--- src/rtl/fetch_stage.sv ---
// Instruction fetch stage: issues a word read for pcCur over a req/ack handshake and holds
// the returned instruction with its PC and PC+2 until decode consumes it.
module fetch_stage #(
  parameter int ADDR_W   = 16,
  parameter int DATA_W   = 16,
  parameter int MAX_WAIT = 15
) (
  input  logic              clock,
  input  logic              resetN,
  input  logic [ADDR_W-1:0] pcCur,
  input  logic              fetchEn,
  input  logic              flush,
  input  logic              consume,
  output logic              memReq,
  output logic [ADDR_W-1:0] memAddr,
  input  logic              memAck,
  input  logic [DATA_W-1:0] memData,
  output logic [DATA_W-1:0] instr,
  output logic              instrValid,
  output logic [ADDR_W-1:0] instrPc,
  output logic [ADDR_W-1:0] pcPlusTwo,
  output logic              fetchBusy,
  output logic              memErr
);
  localparam int CW = $clog2(MAX_WAIT + 1);

  typedef enum logic [1:0] {IDLE, WAIT, FULL} state_t;

  state_t            state, state_nx;
  logic [CW-1:0]     wait_cnt, cnt_nx;
  logic              req_nx, vld_nx, err_nx, launch;
  logic [ADDR_W-1:0] addr_nx, ipc_nx, pc2_nx;
  logic [DATA_W-1:0] instr_nx;

  assign fetchBusy = (state == WAIT) | ((state == FULL) & ~consume);

  always_comb begin
    state_nx = state;
    cnt_nx   = wait_cnt;
    req_nx   = memReq;
    addr_nx  = memAddr;
    vld_nx   = instrValid;
    err_nx   = memErr;
    ipc_nx   = instrPc;
    pc2_nx   = pcPlusTwo;
    instr_nx = instr;
    launch   = 1'b0;
    if (flush) begin
      state_nx = IDLE;
      vld_nx   = 1'b0;
      req_nx   = 1'b0;
    end else begin
      case (state)
        IDLE: launch = fetchEn;
        WAIT: begin
          if (memAck) begin
            instr_nx = memData;
            ipc_nx   = memAddr;
            pc2_nx   = memAddr + ADDR_W'(2);
            vld_nx   = 1'b1;
            req_nx   = 1'b0;
            state_nx = FULL;
          end else if (wait_cnt == CW'(MAX_WAIT)) begin
            err_nx   = 1'b1;
            req_nx   = 1'b0;
            state_nx = IDLE;
          end else begin
            cnt_nx = wait_cnt + CW'(1);
          end
        end
        FULL: begin
          if (consume) begin
            vld_nx   = 1'b0;
            state_nx = IDLE;
            launch   = fetchEn;
          end
        end
        default: state_nx = IDLE;
      endcase
      // Odd PCs never reach memory; they only raise the sticky error.
      if (launch) begin
        if (pcCur[0]) begin
          err_nx = 1'b1;
        end else begin
          addr_nx  = pcCur;
          req_nx   = 1'b1;
          cnt_nx   = '0;
          state_nx = WAIT;
        end
      end
    end
  end

  always_ff @(posedge clock) begin
    if (!resetN) begin
      state      <= IDLE;
      wait_cnt   <= '0;
      memReq     <= 1'b0;
      memAddr    <= '0;
      instr      <= '0;
      instrValid <= 1'b0;
      instrPc    <= '0;
      pcPlusTwo  <= '0;
      memErr     <= 1'b0;
    end else begin
      state      <= state_nx;
      wait_cnt   <= cnt_nx;
      memReq     <= req_nx;
      memAddr    <= addr_nx;
      instr      <= instr_nx;
      instrValid <= vld_nx;
      instrPc    <= ipc_nx;
      pcPlusTwo  <= pc2_nx;
      memErr     <= err_nx;
    end
  end
endmodule

--- config.mk ---
export PLATFORM = sky130hd
export DESIGN_NAME = fetch_stage
export DESIGN_NICKNAME = d
export VERILOG_FILES = /design/src/rtl/fetch_stage.sv
export SDC_FILE = /design/constraint.sdc
export NUM_CORES = 1
export LEC_CHECK = 0
export BUFFER_PORTS_ARGS = -buffer_cell sky130_fd_sc_hd__buf_2
export CAP_MARGIN = 25
export CORE_MARGIN = 3
export CORE_UTILIZATION = 43
export DETAILED_ROUTE_END_ITERATION = 16
export GPL_ROUTABILITY_DRIVEN = 1
export PLACE_DENSITY = 0.71
export SLEW_MARGIN = 10
export SYNTH_ARGS = -nofsm -noshare
export SYNTH_HDL_FRONTEND = slang
export SYNTH_SLANG_ARGS = --single-unit
--- constraint.sdc ---
create_clock -name clock -period 1.5 [get_ports clock]
set_input_delay 0.075 -clock clock [delete_from_list [all_inputs] [get_ports clock]]
set_output_delay 0.075 -clock clock [all_outputs]
set_load 0.02 [all_outputs]
Word level (Yosys, flattened, before mapping)
Cells that the tools add are included.

storage, ports and cells
  register bits after elaboration = 71
  input port bits = 38
  output and inout bits = 68
  logic and storage cells = 55

operators by class
  add/sub/neg operators = 2
  eq/ne operators = 5
  mux-type cells = 27
  bitwise logic cells = 6
  reductions and logical operators = 6

operators by type and width
  cell                     number
  $mux W4                  5
  $add A16 B2 Y16 const B  1
  $mux W1                  14
  $mux W2                  5
  $reduce_and A3 Y1        3
  $pmux W2 S3              1
  $add A4 B1 Y4 const B    1
  $eq A4 B4 Y1 const B     1
  $ne A2 B2 Y1 const B     2
  $not A1 Y1               4
  $pmux W1 S2              2
  $eq A2 B1 Y1 const B     1
  $eq A2 B2 Y1 const B     1
  $logic_not A2 Y1         1
  $reduce_bool A2 Y1       1
  $reduce_or A2 Y1         1
  $and A1 B1 Y1            1
  $or A1 B1 Y1             1

Longest topological paths before layout
Gate-level depths: netlist (run 1).

  depth in word-level cells = 6
  mapped depth = 6
  mapped depth without buffers = 5

Worst setup path before layout (run 1)
OpenSTA, ideal clock, no wires.

  kind = flip-flop to flip-flop
  start = register memAddr[1]
  end = register pcPlusTwo[15]
  setup time = 0.122 ns
  data arrival time = 1.466 ns
  data required time = 1.378 ns
  path slack = -0.088 ns
  stages on the path, launching flop included = 6
  buffers on the path = 0
  period minus slack after synthesis = 1.588 ns
  cell sequence = dfxtp_1 ha_1 nand3_1 nor4_1 xnor2_1 a21oi_2

on the way
  word-level cells in the longest chain between the ends = 1

RTL lines
  what                      line  text
  start: declaration        15    output logic [ADDR_W-1:0] memAddr,
  start signal: assignment  109   memAddr <= addr_nx;
  $add A16 B2 Y16           59    pc2_nx = memAddr + ADDR_W'(2);
  end signal: assignment    113   pcPlusTwo <= pc2_nx;
  end: declaration          21    output logic [ADDR_W-1:0] pcPlusTwo,

No other way between the ends.
A chain may end at the register's enable or synchronous reset.

Worst setup path in the final report (run 1)
  start = register state[1]
  end = output fetchBusy

on the way
  word-level cells in the longest chain between the ends = 3
  elaborated cells on any way between the ends = 4
  those cells by class = eq/ne (2); bitwise (2)

RTL lines
  what                      line  text
  start: declaration        29    state_t state, state_nx;
  start signal: assignment  106   state <= state_nx;
  $eq A2 B2 Y1              35    assign fetchBusy = (state == WAIT) | ((state == FULL) & ~consume);
  $and A1 B1 Y1             35
  $or A1 B1 Y1 *            35
  end: declaration          22    output logic fetchBusy,

Every way passes the cells marked *; elsewhere a longest branch is shown, timed or not.

==> results.py, run 1 <==
metrics = {
    "route": {
        "detail_route.wl_per_cell_um": 13.23,
        "ant_nets": 0,
        "firstDrtPassIters": 4,
        "drc": 0,
        "num_vias": 2686,
        "wl_mm": 7.290,
        "via_per_inst": 4.875,
        "drt-initial-drc-count": 89,
    },
    "global_routing": {
        "grtUsageTotal_pct": 18.96,
        "grt_pass1_vias": 2559,
        "grt_overflow_total": 0,
        "antenna_found_initial": 0,
        "grt_pass1_wl_mm": 11.51,
        "grt_max_degree": 65,
    },
    "pwr": {
        "ir_drop_mv": 0.5370,
        "p_switching_uw": 883.4,
        "power_frac_seq_pct": 44.8,
        "p_leak_nw": 1.914,
        "p_int_mw": 3.383,
        "finalPower_mw": 4.266,
        "p_per_area_nw_per_um2": 1011,
        "pwr-share-clk_pct": 47.1,
        "sw_frac_of_total_pct": 20.71,
        "pwr-share-comb_pct": 8.1,
    },
    "floorplanning": {
        "die_y_um": 88.87,
        "ios": 106,
        "initial_core_util_pct": 45.46,
        "die_w_um": 88.87,
        "core_sq_um": 6495,
        "die_area_sq_um": 7897,
        "fp-row-count": 29,
    },
    "outcome": {
        "status": "finished, final reports clean",
    },
    "logic_synthesis": {
        "synth_xor_area_share_pct": 4.153,
        "syn_area_sq_um": 2953,
        "yosys_warnings": 0,
        "synthCells": 329,
        "yosysSeqAreaShare_pct": 47.46,
        "synth_cell_types": 40,
        "synth_largest_area_cell": "dfxtp_1",
        "synth-simple-area-share_pct": 22.80,
        "avgSynthCellArea_sq_um": 8.975,
        "netlist.area_leader.share_pct": 47.46,
        "synth-seq-cells": 70,
        "synth_top_family_by_area": "simple AND/OR/NAND/NOR gates",
        "synth.area.top_cells": "dfxtp_1, nand2_1, a21boi_0",
        "synthMuxAreaShare_pct": 5.085,
        "synth-compound-area-share_pct": 15.34,
        "yosys.area_share.adder_pct": 0.8475,
    },
    "worst_setup_path": {
        "setup.worst_path.end": "fetchBusy",
        "cp_num_buf_inv": 1,
        "cpLargestDelayFamily": "simple AND/OR/NAND/NOR gates",
        "reg2reg_to": "pcPlusTwo[12]",
        "cp.depth": 4,
        "required_ns": 1.42,
        "slowest_stage": "dfxtp_2",
        "crit_arrival_ns": 1.34,
        "path_cells": "nand2b_1 > or2_2 > nand2_1 > buf_2",
        "end_kind": "primary output",
        "worst_setup_path_start_kind": "flip-flop",
        "max_stage_delay_ns": 0.37,
        "worst_r2r_path_depth": 4,
        "crit_type": "flip-flop to primary output",
        "startpoint": "state[1]",
        "r2r-start": "memAddr[9]",
        "crit_path_max_fanout": 6,
        "ff2ff_setup_slack_ns": 0.16,
    },
    "finish": {
        "finish.instance_area_sq_um": 4219,
        "area_growth_pct": 42.88,
        "layout-drive-gt1-share_pct": 32.07,
        "finalNetCount": 509,
        "final_common_cell": "buf_2",
        "n_antenna_cell": 0,
        "final_cell_mix": "buf_2, nand2_1, dfxtp_1, dlygate4sd3_1, a21boi_0",
        "stdcell_count": 551,
    },
    "timing": {
        "hold_viol": 0,
        "fin_crit_ns": 1.418,
        "tns_ns": 0,
        "finalSetupViolations": 0,
        "fin_crit_sh_pct": 94.55,
        "rsz0062_at_grt": "false",
        "maxSlewViolCount": 0,
        "max_freq_mhz": 705.1,
        "skew_ns": 0.007792,
    },
    "hold_path": {
        "hp-class": "primary input to flip-flop",
    },
    "clock_network": {
        "clkSlewWorstSetupHoldPaths_ns": 0.07,
        "cts_setup_buffers": 0,
        "cts_tree": "yes",
        "cts_max_path_buffers": 2,
        "clk_latency_ns": 0.34,
        "root_buffer": "clkbuf_8",
        "htreeDepth": 3,
        "cts_buffers": 9,
        "cts_sinks": 70,
    },
    "place": {
        "postPlaceCellArea_sq_um": 3657,
        "port_buffers": 102,
        "gp_congestion": 0.8694,
        "dp.cells": 506,
        "dp_hpwl_mm": 4.945,
    },
    "flow_run": {
        "cap_viol_max_count": 0,
    },
}
[worst min path at each step]
stage           startpoint    endpoint  slack [ns]  cells after the start
4_1_cts           pcCur[4]  memAddr[4]       0.009                      3
3_3_place_gp   memData[14]   instr[14]        0.33                      3
3_5_place_dp    memData[7]    instr[7]        0.33                      3
6_report          pcCur[4]  memAddr[4]        0.02                      3
2_1_floorplan   memData[0]    instr[0]        0.22                      2
5_1_grt           pcCur[6]  memAddr[6]        0.04                      3
[synth_stat cells (all sizes together)]
| library cell | n |
|---|---|
| dfxtp | 70 |
| xnor2 | 10 |
| xor2 | 4 |
| nand2 | 76 |
| a211oi | 1 |
| ha | 2 |
| or2 | 2 |
| nor4b | 1 |
| nand2b | 5 |
| a21oi | 17 |
| mux2i | 15 |
| conb | 1 |
| o21ai | 12 |
| nand3 | 7 |
| inv | 1 |
| nand4bb | 1 |
| o31a | 1 |
| buf | 13 |
| nor4 | 4 |
| o211a | 3 |
| and3 | 1 |
| a31oi | 1 |
| and4b | 1 |
| a21boi | 32 |
| nand4 | 4 |
| nand3b | 2 |
| nor2 | 8 |
| clkbuf | 11 |
| nor2b | 16 |
| nor3 | 4 |
| nand4b | 1 |
| nor3b | 1 |
| and2 | 1 |
[timing repair]
item	CTS	global route
hold endpoints to repair	29	0
setup endpoints to repair	0	1
hold buffers	29	0
gates resized for setup	0	1
[cell families (layout without fill, tap and decap cells)]
family	after synthesis	in the layout
AO/OA/AOI/OAI	67	67
XOR/XNOR	14	14
adder cells (fa/ha/maj)	2	2
buffers and inverters	25	168
flip-flops	70	70
multiplexers	15	15
other	1	3
AND/OR/NAND/NOR	135	135
[power by group through the flow]
stage / Clock, mW / Sequential (mW) / Combinational [mW]
after floorplan: 0 / 1.99 / 0.130
after global placement: 0 / 1.95 / 0.286
after detailed placement: 0 / 1.95 / 0.288
after CTS: 2.06 / 1.91 / 0.347
after global routing: 2.15 / 1.91 / 0.377
final: 2.01 / 1.91 / 0.348
[worst reg2reg max path, cell delays in order (launching register included)]
cell and delay [ns]:
dfxtp_1 0.41, nand2_1 0.18, nor4_1 0.37, xnor2_1 0.20, a21oi_2 0.08
[final cells by class]
class                           count  area [sq um]
Clock inverter                      6         132.6
Multi-Input combinational cell    236          1443
Clock buffer                       10         137.6
Tap cell                           77         96.34
Sequential cell                    70          1405
Inverter                            1         3.754
Timing Repair Buffer              151          1001
Fill cell                         540          2276
[through the flow]
stage                     worst slack [ns]  utilization, %  hold slack, ns
after global placement              0.2191           56.31          0.3264
final                              0.08177           64.96         0.01699
after CTS                          0.02001           64.94        0.008700
after global routing             0.0009280           64.96         0.03636
after detailed placement            0.1828           56.31          0.3322
after floorplan                    0.04483               -          0.2199
[registers in the layout, indices dropped and copies added (netlist names)]
| name | flops |
|---|---|
| instr | 16 |
| instrPc | 15 |
| memAddr | 15 |
| pcPlusTwo | 15 |
| wait_cnt | 4 |
| state | 2 |
| instrValid | 1 |
| memErr | 1 |
| memReq | 1 |
[per-layer routing]
metal	track usage (%)	wire length, um	vias to the layer above
li1	-	-	1391
met1	22.01	3247	1208
met2	32.86	3456	75
met3	4.749	458	12
met4	8.242	128	0
met5	0	0	-
Note: power is estimated with default switching activity, not from simulation.
==> run 2: changes to the inputs <==
Settings changed: ABC_CLOCK_PERIOD_IN_PS from default to 1450.
Clock period 1.5 ns to 1.45 ns, I/O delays scaled along.
==> run 2 against run 1 <==
  * Routed wire length decreased by 0.69%
  * Clock skew increased by 0.0029 ns
  * Largest power group is now sequential cells
  * Clock power decreased by 34%
==> results.py, run 2 (synthesis results as in run 1) <==
metrics = {
    "global_routing": {
        "grt_pass1_wl_mm": 11.47,
        "grt_pass1_vias": 2558,
        "grt_overflow_total": 0,
        "antenna_found_initial": 0,
        "grt_max_degree": 65,
        "grtUsageTotal_pct": 18.82,
    },
    "finish": {
        "n_antenna_cell": 0,
        "stdcell_count": 550,
        "largest_reg_flops": 16,
        "final_common_cell": "buf_2",
        "area_growth_pct": 40.00,
        "largest_register": "instr",
        "final_cell_mix": "buf_2, nand2_1, dfxtp_1, a21boi_0, dlygate4sd3_1",
        "finalNetCount": 508,
        "layout-drive-gt1-share_pct": 32.35,
    },
    "place": {
        "port_buffers": 102,
        "gp_congestion": 0.8299,
        "dp_hpwl_mm": 4.922,
        "dp.cells": 506,
    },
    "pwr": {
        "p_leak_nw": 1.865,
        "ir_drop_mv": 0.7069,
        "p_per_area_nw_per_um2": 886.5,
    },
    "worst_setup_path": {
        "max_stage_delay_ns": 0.37,
        "path_cells": "nand2b_1 > or2_2 > nand2_1 > buf_2",
        "worst_r2r_path_depth": 4,
        "slowest_stage": "dfxtp_2",
        "end_kind": "primary output",
        "crit_path_max_fanout": 6,
        "required_ns": 1.38,
        "crit_arrival_ns": 1.30,
        "ff2ff_setup_slack_ns": 0.12,
        "worst_setup_path_start_kind": "flip-flop",
        "crit_type": "flip-flop to primary output",
        "reg2reg_to": "pcPlusTwo[12]",
        "r2r-start": "memAddr[7]",
    },
    "floorplanning": {
        "core_sq_um": 6495,
        "initial_core_util_pct": 45.46,
        "die_area_sq_um": 7897,
        "die_w_um": 88.87,
        "fp-row-count": 29,
        "ios": 106,
        "die_y_um": 88.87,
    },
    "route": {
        "firstDrtPassIters": 4,
        "drc": 0,
        "wirelength_met1_mm": 3.224,
        "detail_route.wl_per_cell_um": 13.16,
        "wl_mm": 7.240,
        "ant_nets": 0,
        "dr_wl_met2_mm": 3.546,
        "drt-initial-drc-count": 90,
        "top_layer_used": "met4",
        "via_per_inst": 4.913,
        "met3_length_um": 439,
        "num_vias": 2702,
    },
    "timing": {
        "fin_crit_sh_pct": 94.92,
        "maxSlewViolCount": 0,
        "max_freq_mhz": 726.6,
        "hold_viol": 0,
        "tns_ns": 0,
        "skew_ns": 0.01067,
        "finalSetupViolations": 0,
        "fin_crit_ns": 1.376,
    },
    "hold_path": {
        "holdPathEnd": "memAddr[5]",
        "hold-path-cell-count": 3,
        "min_from": "pcCur[5]",
        "hp-class": "primary input to flip-flop",
    },
    "clock_network": {
        "clkSlewWorstSetupHoldPaths_ns": 0.07,
        "htreeDepth": 3,
        "cts_setup_buffers": 0,
        "clk_latency_ns": 0.33,
        "cts_max_path_buffers": 2,
        "cts_tree": "yes",
        "root_buffer": "clkbuf_8",
        "cts_buffers": 9,
        "cts_sinks": 70,
    },
    "flow_run": {
        "cap_viol_max_count": 0,
    },
    "outcome": {
        "status": "finished, final reports clean",
    },
}
run 2: cell types whose count changed in the layout (fill, tap and decap cells not counted):
| cell | change |
|---|---|
| ha_2 | +1 |
| clkbuf_1 | +2 |
| nor4_1 | -2 |
| ha_1 | -1 |
| buf_12 | +1 |
| buf_4 | -1 |
| nor4_2 | +2 |
| dlygate4sd3_1 | -1 |
| bufinv_16 | -4 |
| clkinv_2 | +2 |
run 2: report_power, final:
| group | internal, mW | switching [mW] |
|---|---|---|
| clock network | 0.660 | 0.672 |
| logic | 0.190 | 0.170 |
| registers | 1.95 | 0.0228 |
| total | 2.80 | 0.865 |
run 2: worst max-delay path by stage:
stage                 from       endpoint  slack [ns]  cells past startpoint
2_1_floorplan   memAddr[4]  pcPlusTwo[12]       0.003                      4
3_3_place_gp    memAddr[1]  pcPlusTwo[15]        0.15                      5
3_5_place_dp    memAddr[7]  pcPlusTwo[15]         0.1                      4
4_1_cts           state[1]      fetchBusy        0.05                      4
5_1_grt        memAddr[10]  pcPlusTwo[14]      -0.008                      5
6_report          state[1]      fetchBusy        0.07                      4
run 2: final cells by class:
class                           instances  area, sq um
Multi-Input combinational cell        236         1458
Fill cell                             566         2361
Clock inverter                          4        22.52
Tap cell                               77        96.34
Clock buffer                           12        145.1
Inverter                                1        3.754
Sequential cell                        70         1405
Timing Repair Buffer                  150         1003
run 2: routing by layer:
metal | vias to the layer above | global-route usage, %
li1 | 1386 | -
met1 | 1231 | 22.27
met2 | 83 | 32.32
met3 | 2 | 5.773
met4 | 0 | 6.319
met5 | - | 0
run 2: what timing repair did:
item / CTS / global route
hold endpoints to repair: 28 / 0
setup endpoints to repair: 1 / 2
resized for setup: 1 / 2
hold buffers: 28 / 0
run 2: metrics by stage:
| stage | utilization [%] | hold slack [ns] | total power [mW] | setup WS (ns) | area, sq um |
|---|---|---|---|---|---|
| after floorplan | - | 0.2174 | 2.189 | 0.002626 | 2965 |
| after global placement | 56.54 | 0.3246 | 2.317 | 0.1460 | 3672 |
| after detailed placement | 56.54 | 0.3305 | 2.320 | 0.09561 | 3672 |
| after CTS | 63.46 | 0.003986 | 3.723 | 0.04651 | 4121 |
| after global routing | 63.65 | 0.02086 | 3.837 | -0.007565 | 4134 |
| final | 63.65 | 0.01853 | 3.665 | 0.07371 | 4134 |
run 2: worst max-delay path, delay by kind of cell (launching register included):
family        cells  cell delay, ns
simple gates      3            0.45
buf+inv           1            0.16
flops             1            0.37
==> run 3: changes to the inputs <==
Settings changed: ABC_AREA from default to 1, SLEW_MARGIN 10 to 20.
==> run 3 against run 2 <==
  * Synthesized area shrank 1.1%
  * Sequential cell count is the same
  * Via count grew 10%
==> results.py, run 3 <==
metrics = {
    "timing": {
        "skew_ns": 0.004791,
        "maxSlewViolCount": 0,
        "rsz0062_at_grt": "false",
        "fin_crit_sh_pct": 92.40,
        "hold_viol": 0,
        "max_freq_mhz": 746.3,
        "tns_ns": 0,
        "fin_crit_ns": 1.340,
        "setup_ws_ns": 0.1101,
        "finalSetupViolations": 0,
    },
    "pwr": {
        "ir_drop_mv": 0.5676,
        "p_int_mw": 2.954,
        "p_switching_uw": 973.0,
        "pwr-share-comb_pct": 9.5,
        "power_frac_seq_pct": 50.8,
        "sw_frac_of_total_pct": 24.78,
        "pwr-share-clk_pct": 39.7,
        "p_per_area_nw_per_um2": 980.0,
        "p_leak_nw": 1.939,
    },
    "floorplanning": {
        "initial_core_util_pct": 45.22,
        "die_y_um": 88.41,
        "ios": 106,
        "die_w_um": 88.41,
        "die_area_sq_um": 7816,
        "fp-row-count": 29,
        "core_sq_um": 6459,
    },
    "finish": {
        "seq_area_sq_um": 1406,
        "stdcell_count": 606,
        "largest_reg_flops": 16,
        "largest_register": "instr",
        "final_cell_mix": "buf_2, nor2_1, dfxtp_1, nand2_1, o21ai_0",
        "layout-drive-gt1-share_pct": 28.36,
        "area_growth_pct": 37.23,
        "n_fill_cell": 608,
        "multi_input_area_sq_um": 1287,
        "finish.instance_area_sq_um": 4008,
        "finalNetCount": 564,
        "n_antenna_cell": 0,
        "final_common_cell": "buf_2",
        "final_core_utilization_pct": 62.05,
    },
    "global_routing": {
        "grt_pass1_wl_mm": 12.72,
        "grtUsageTotal_pct": 20.93,
        "antenna_found_initial": 0,
        "grt_overflow_total": 0,
        "grt_max_degree": 49,
        "grt_pass1_vias": 2793,
    },
    "place": {
        "dp.cells": 566,
        "postPlaceCellArea_sq_um": 3517,
        "port_buffers": 102,
        "gp_congestion": 0.8665,
        "place_ws_ns": 0.05653,
        "dp_hpwl_mm": 5.331,
    },
    "worst_setup_path": {
        "startpoint": "memAddr[1]",
        "crit_arrival_ns": 1.57,
        "reg2reg_to": "pcPlusTwo[5]",
        "worst_setup_path_start_kind": "flip-flop",
        "cp_num_buf_inv": 1,
        "worst_r2r_path_depth": 6,
        "cp.depth": 6,
        "crit_type": "flip-flop to flip-flop",
        "path_cells": "ha_4 > nand2_2 > nor2_4 > buf_4 > xor2_1 > a21oi_1",
        "setup.worst_path.end": "pcPlusTwo[5]",
        "max_stage_delay_ns": 0.38,
        "required_ns": 1.68,
        "ff2ff_setup_slack_ns": 0.11,
        "r2r-start": "memAddr[1]",
        "slowest_stage": "dfxtp_2",
        "cpLargestDelayFamily": "flip-flops",
        "end_kind": "flip-flop",
        "crit_path_max_fanout": 6,
    },
    "logic_synthesis": {
        "avgSynthCellArea_sq_um": 7.374,
        "synthMuxAreaShare_pct": 0,
        "syn_area_sq_um": 2920,
        "synth_flop_cell": "dfxtp_1",
        "netlist.area_leader.share_pct": 47.99,
        "yosysMostFrequentCell": "nor2_1",
        "synth-seq-cells": 70,
        "synth.area.top_cells": "dfxtp_1, nor2_1, o21ai_0",
        "synth_xor_area_share_pct": 1.799,
        "async_reset_ff_share_pct": 0,
        "synth-compound-area-share_pct": 13.80,
        "synth_top_family_by_area": "simple AND/OR/NAND/NOR gates",
        "yosysSeqAreaShare_pct": 47.99,
        "synth-simple-area-share_pct": 26.05,
        "synth-edff-count": 0,
        "synth_largest_area_cell": "dfxtp_1",
        "synthCells": 396,
        "yosys.area_share.adder_pct": 0.8569,
        "synthTopCellsByCount": "nor2_1, dfxtp_1, nand2_1, o21ai_0, inv_1",
        "synth_cell_types": 25,
        "yosys_warnings": 0,
    },
    "flow_run": {
        "cap_viol_max_count": 0,
    },
    "clock_network": {
        "cts_sinks": 70,
        "cts_buffers": 9,
        "htreeDepth": 3,
        "cts_max_path_buffers": 2,
        "clkSlewWorstSetupHoldPaths_ns": 0.07,
        "clk_latency_ns": 0.34,
        "cts_tree": "yes",
        "root_buffer": "clkbuf_8",
    },
    "route": {
        "wl_mm": 7.908,
        "detail_route.wl_per_cell_um": 13.05,
        "drt-initial-drc-count": 160,
        "ant_nets": 0,
        "wirelength_met1_mm": 3.478,
        "num_vias": 2975,
        "top_layer_used": "met4",
        "firstDrtPassIters": 4,
        "via_per_inst": 4.909,
        "dr_wl_met2_mm": 3.742,
        "drc": 0,
        "met3_length_um": 568,
    },
    "outcome": {
        "status": "finished, final reports clean",
    },
    "hold_path": {
        "hp-class": "primary input to flip-flop",
    },
}
==> run 3: tightest hold or removal path: stages <==
cell and delay, ns:
buf_2 0.07, o21ai_0 0.08, a21oi_1 0.11
==> run 3: through the flow <==
step | hold slack, ns | power, mW
floorplan | 0.2293 | 2.222
global placement | 0.3233 | 2.353
detailed placement | 0.3299 | 2.356
CTS | 0.005839 | 3.960
global route | 0.02972 | 4.096
finish | 0.02165 | 3.927
==> run 3: kinds of logic after synthesis <==
group,Yosys count
and+or+nand+nor,178
other,1
adders and majority gates,2
xor gates and xnor gates,6
buffers and inverters,59
AOI/OAI and AO/OA,80
DFF,70
==> run 3: power groups by stage <==
| stage | clock, mW | sequential, mW | combinational, mW |
|---|---|---|---|
| 5_1_grt | 1.69 | 2.00 | 0.413 |
| 6_report | 1.56 | 1.99 | 0.373 |
| 3_3_place_gp | 0 | 2.04 | 0.317 |
| 4_1_cts | 1.60 | 1.99 | 0.366 |
| 3_5_place_dp | 0 | 2.04 | 0.319 |
| 2_1_floorplan | 0 | 2.08 | 0.143 |
==> run 3: worst min path at each step <==
stage | cells after the start | to | from
5_1_grt | 3 | memAddr[4] | pcCur[4]
3_5_place_dp | 3 | instr[14] | memData[14]
4_1_cts | 3 | memAddr[4] | pcCur[4]
2_1_floorplan | 2 | memAddr[2] | pcCur[2]
3_3_place_gp | 3 | instr[0] | memData[0]
6_report | 3 | memAddr[7] | pcCur[7]
==> run 3: area by class of cell <==
type / instances / area share (%)
inverter: 38 / 3.559
sequential: 70 / 35.09
clock inverter: 6 / 1.530
multi-input combinational: 269 / 32.13
clock buffer: 10 / 3.434
tap: 77 / 2.404
timing repair buffer: 136 / 21.85
==> run 3: metal layers <==
metal / track usage, % / up-vias
met5: 0 / -
met3: 6.704 / 11
li1: - / 1524
met2: 35.15 / 98
met1: 25.43 / 1342
met4: 6.868 / 0
==> run 3: repair_timing <==
action | 4_1_cts | 5_1_grt
hold endpoints to repair | 22 | 0
setup endpoints to repair | 0 | 19
resized for setup | 0 | 11
hold buffers | 22 | 0
buffers inserted | 0 | 1
